==> config.mk <==
export PLATFORM = sky130hd
export DESIGN_NAME = coin_vend_ctrl
export DESIGN_NICKNAME = d
export VERILOG_FILES = /design/src/rtl/coin_vend_ctrl.sv
export SDC_FILE = /design/constraint.sdc
export NUM_CORES = 1
export LEC_CHECK = 0
export BUFFER_PORTS_ARGS = -buffer_cell sky130_fd_sc_hd__buf_4
export CORE_ASPECT_RATIO = 0.9
export CORE_MARGIN = 4
export CORE_UTILIZATION = 47
export CTS_CLUSTER_DIAMETER = 100
export DETAILED_ROUTE_END_ITERATION = 7
export GPL_ROUTABILITY_DRIVEN = 0
export PLACE_DENSITY = 0.69
export SYNTH_ARGS = -nofsm -noshare
export SYNTH_HDL_FRONTEND = slang
export SYNTH_SLANG_ARGS = --single-unit
==> constraint.sdc <==
create_clock -name clk -period 3.6 [get_ports clk]
set_clock_uncertainty 0.1 [all_clocks]
set_input_delay 0.54 -clock clk [delete_from_list [all_inputs] [get_ports clk]]
set_output_delay 0.54 -clock clk [all_outputs]
set_load 0.01 [all_outputs]
==> src/rtl/coin_vend_ctrl.sv <==
// Two-coin vending controller: credit accumulation, dispense, change, cancel.
// Ports: clk, reset (async high), coin_a/coin_b (levels), cancel (level),
//        out (sale pulse), change_valid/change (return), credit, state.
module coin_vend_ctrl #(
    parameter int VAL_A    = 1,
    parameter int VAL_B    = 2,
    parameter int PRICE    = 4,
    parameter int CREDIT_W = 4
) (
    input  logic                clk,
    input  logic                reset,
    input  logic                coin_a,
    input  logic                coin_b,
    input  logic                cancel,
    output logic                out,
    output logic                change_valid,
    output logic [CREDIT_W-1:0] change,
    output logic [CREDIT_W-1:0] credit,
    output logic [2:0]          state
);

    localparam int MAX_CREDIT = PRICE - 1 + VAL_A + VAL_B;

    // Credit can never wrap as long as the worst case fits the width.
    if (PRICE < 1 || MAX_CREDIT > (2 ** CREDIT_W) - 1) begin : g_bad_params
        $error("coin_vend_ctrl: PRICE/VAL_A/VAL_B do not fit CREDIT_W");
    end

    localparam logic [CREDIT_W-1:0] VAL_A_C = CREDIT_W'(VAL_A);
    localparam logic [CREDIT_W-1:0] VAL_B_C = CREDIT_W'(VAL_B);
    localparam logic [CREDIT_W-1:0] PRICE_C = CREDIT_W'(PRICE);

    typedef enum logic [2:0] {
        IDLE     = 3'd0,
        ACCUM    = 3'd1,
        DISPENSE = 3'd2,
        CHANGE   = 3'd3
    } state_t;

    state_t              st;
    state_t              st_n;
    logic [CREDIT_W-1:0] credit_q;
    logic [CREDIT_W-1:0] credit_n;
    logic [CREDIT_W-1:0] change_q;
    logic [CREDIT_W-1:0] change_n;
    logic [CREDIT_W-1:0] add;
    logic [CREDIT_W-1:0] nc;
    logic                a_q;
    logic                b_q;
    logic                rise_a;
    logic                rise_b;

    // Coins are levels; only the rising edge adds credit.
    always_comb begin
        rise_a = coin_a & ~a_q;
        rise_b = coin_b & ~b_q;
        add    = (rise_a ? VAL_A_C : '0) + (rise_b ? VAL_B_C : '0);
        nc     = credit_q + add;
    end

    always_comb begin
        st_n     = IDLE;
        credit_n = credit_q;
        change_n = change_q;
        case (st)
            IDLE, ACCUM: begin
                // Cancel only matters when there is credit to give back;
                // coins arriving in the same cycle are dropped.
                if (st == ACCUM && cancel && credit_q != '0) begin
                    change_n = credit_q;
                    credit_n = '0;
                    st_n     = CHANGE;
                end else begin
                    credit_n = nc;
                    if (nc >= PRICE_C) begin
                        st_n = DISPENSE;
                    end else if (nc != '0) begin
                        st_n = ACCUM;
                    end else begin
                        st_n = IDLE;
                    end
                end
            end
            DISPENSE: begin
                // Change register is always rewritten, even with nothing owed.
                change_n = credit_q - PRICE_C;
                credit_n = '0;
                st_n     = (credit_q > PRICE_C) ? CHANGE : IDLE;
            end
            CHANGE: begin
                st_n = IDLE;
            end
            default: begin
                st_n = IDLE;
            end
        endcase
    end

    always_ff @(posedge clk or posedge reset) begin
        if (reset) begin
            st       <= IDLE;
            credit_q <= '0;
            change_q <= '0;
            a_q      <= 1'b0;
            b_q      <= 1'b0;
        end else begin
            st       <= st_n;
            credit_q <= credit_n;
            change_q <= change_n;
            // Edge trackers run in every state so held coins never re-count.
            a_q      <= coin_a;
            b_q      <= coin_b;
        end
    end

    assign out          = (st == DISPENSE);
    assign change_valid = (st == CHANGE);
    assign change       = change_q;
    assign credit       = credit_q;
    assign state        = st;

endmodule
==> impl_results.md <==
- Syn_nets: 85
- Highest Clock Rate: 473 MHz
- Crit path capture type: register
- Layout Utilization: 61.5%
- Synth warnings: 0
- Critical Path End: state[1]
- Status: complete, no violations
- Drt pass-1 iters: 5
- Mapped Area: 774 µm²
- CP delay by family, top: adder cells
- Crit path arrival time: 2180 ps
- Design area: 920 µm²
- Fin worst setup slack: 1490 ps
- Inserted Clock Buffers: 3
- TritonCTS clock tree: built
- Syn_area_per_cell: 10.3 µm²
- Final setup viols: 0
- Flops & latches, synth: 12
- DRC Markers: 0
- Met1 Use GR: 20.4%
- Die Area: 0.00236 mm²
- Total number of vias: 624
- Antenna cells: 0
- Die span in x: 50.8 µm
- Maximum VDD drop: 0.411 mV
- Crit path depth: 4
- CTS Hold Buffers Added: 0
- Vias in the first global route: 542
- Port bufs: 16
- Mapped Cells: 75
- CP required: 3670 ps
- Crit path max-delay cell type: dfrtp_1
- Slowest Stage Delay on Critical Path: 470 ps
- Global-route wire length before repair: 2630 µm
- Synth Area in Compound Gates: 19.7%
- Unrepaired setup endpoints after global routing: false
- Slew @ Worst Pin: 535 ps
- Post-synth ARST share: 100%
- Post-Layout Cell Count: 111
- Vias per inst: 5.62
- Min Clock Period, post-route: 2110 ps
- Min-delay worst type: in -> async
- Final net count: 100
- Core area: 0.00150 mm²
- GR Util met2: 23.2%
- Most frequent cells in the layout: 16 x buf_4, 12 x dfrtp_1, 5 x inv_1
- Post-CTS Resized: 0
- Die Ht: 46.5 µm
- Setup Crit Path Kind: reg -> reg
- GR Util met3: 3.88%
- CP cell instances: ha_1 -> fa_1 -> or3_1 -> a311o_1
- Register area: 300 µm²
- Post-DP HPWL: 1150 µm
- Post-synthesis mux area share: 5.65%
- Leakage: 0.444 nW
- Final Max Tran Viols: 0
- Power per Cell Area: 835 mW/mm²
- Layout fillers: 123
- WL per Instance: 14.0 µm
- Placed insts: 107
- Grt total ovfl: 0
- Post-synthesis cell type count: 35
- Main synth FF type: dfrtp_1
- Final Cycle Share: 58.7%
- Pre-CTS setup slack: 1210 ps
- Max FO, Critical Path: 7
- Largest family of logic cells by synthesized area: compound AO/OA/AOI/OAI gates
- Post-Route Setup TNS: 0 ps
- Layout cells sized above 1: 32.6%
- Most common cell after layout, fill and taps aside: buf_4
- Reg2reg start: credit[0]
- WP buf/inv: 0
- 1st-iter DRT viols: 29
- Clk root buf: clkbuf_4
- Simple-gate area share of the yosys netlist: 18.9%
- Placed instance area: 883 µm²
- Post-synthesis sequential area ratio: 38.8%
- Area growth, synth to finish: 18.7%
- Busiest grt layer: met2
- Slew margin rel.: 64.1%
- EDFF count, synth: 0
- XOR/XNOR share of the synthesized area: 0%
- H-tree depth: 1
- Reg-to-reg setup timing slack: 1490 ps
- Initial Utilization: 51.8%
- Reg2Reg Depth: 4
- Post-Synth Adder-Cell Area: 9.05%
- Clock transition at path regs: 80 ps
- CTS sink count: 12
- Antenna violations before repair: 0
- Final wirelength: 1550 µm
- R2R Path End: state[1]
- Crit path from: credit[0]
- Largest net degree at the start of global routing: 15
- Site Rows: 13
- Worst skew pair latency: 280 ps
- Final hold viol count: 0
- Post-CTS setup buffer count: 0
- Routed Antenna Nets: 0
- CP Launch Type: register
- Max cap viols: 0
- Clock tree buffer depth: 2
- Io pins: 18
- Multi-input gate area: 417 µm²
- Global Route Usage Sum: 15.4%
[area by class of cell]
class,count,area share [%]
Tap cell,22,2.99
Timing Repair Buffer,16,13.1
Multi-Input combinational cell,52,45.3
Inverter,5,2.04
Sequential cell,12,32.7
Clock buffer,4,3.95
[sequential cells by signal, summed over array words and instances, names as in the netlist]
name and flops:
b_q 1, credit 4, a_q 1, change 4
state 2
[cell families (layout without fill, tap and decap cells)]
kind of cell	after synthesis	count (layout)
other	1	1
AOI/OAI and AO/OA	17	17
and+or+nand+nor	25	25
DFF	12	12
buffers and inverters	11	25
muxes	4	4
adders and majority gates	5	5
[through the flow]
step / hold WS, ps / power [mW]
2_1_floorplan: 305 / 0.538
3_3_place_gp: 391 / 0.657
3_5_place_dp: 396 / 0.660
4_1_cts: 187 / 0.773
5_1_grt: 211 / 0.830
6_report: 164 / 0.768
[routing by layer]
metal / up-vias / wire length, µm
met5: - / 0
met4: 0 / 57
met3: 10 / 80
met2: 23 / 704
met1: 294 / 711
li1: 297 / -
[cell usage after synthesis, drive strengths merged (3+ instances only)]
cell type	instances	share of area (%)
nand3	3	1.9
nor2	4	1.9
nand2b	3	2.4
ha	4	6.5
o221ai	3	3.4
buf	5	4.5
nor2b	3	2.4
mux2	3	4.4
inv	5	2.4
nand2	4	1.9
dfrtp	12	39
[power breakdown]
group | switching (mW) | total [mW] | leakage [nW] | internal (mW)
Clock | 0.0476 | 0.109 | 0.0210 | 0.0615
Combinational | 0.188 | 0.400 | 0.273 | 0.211
Sequential | 0.0741 | 0.259 | 0.151 | 0.185
Total | 0.310 | 0.768 | 0.444 | 0.458
[worst reg2reg max path, stage by stage (launching register included)]
cell and delay, ps:
dfrtp_1 470, ha_1 280, fa_1 440, or3_1 360, a311o_1 360
[worst min path at each step]
stage               slack [ps]      start         to  cells past startpoint
global placement           390  change[1]  change[1]                      1
finish                     160      reset   state[1]                      2
global route               210      reset  credit[1]                      2
floorplan                  300      reset        a_q                      1
CTS                        190      reset  credit[1]                      2
detailed placement         400  change[1]  change[1]                      1
(Power assumes the default switching activity.)
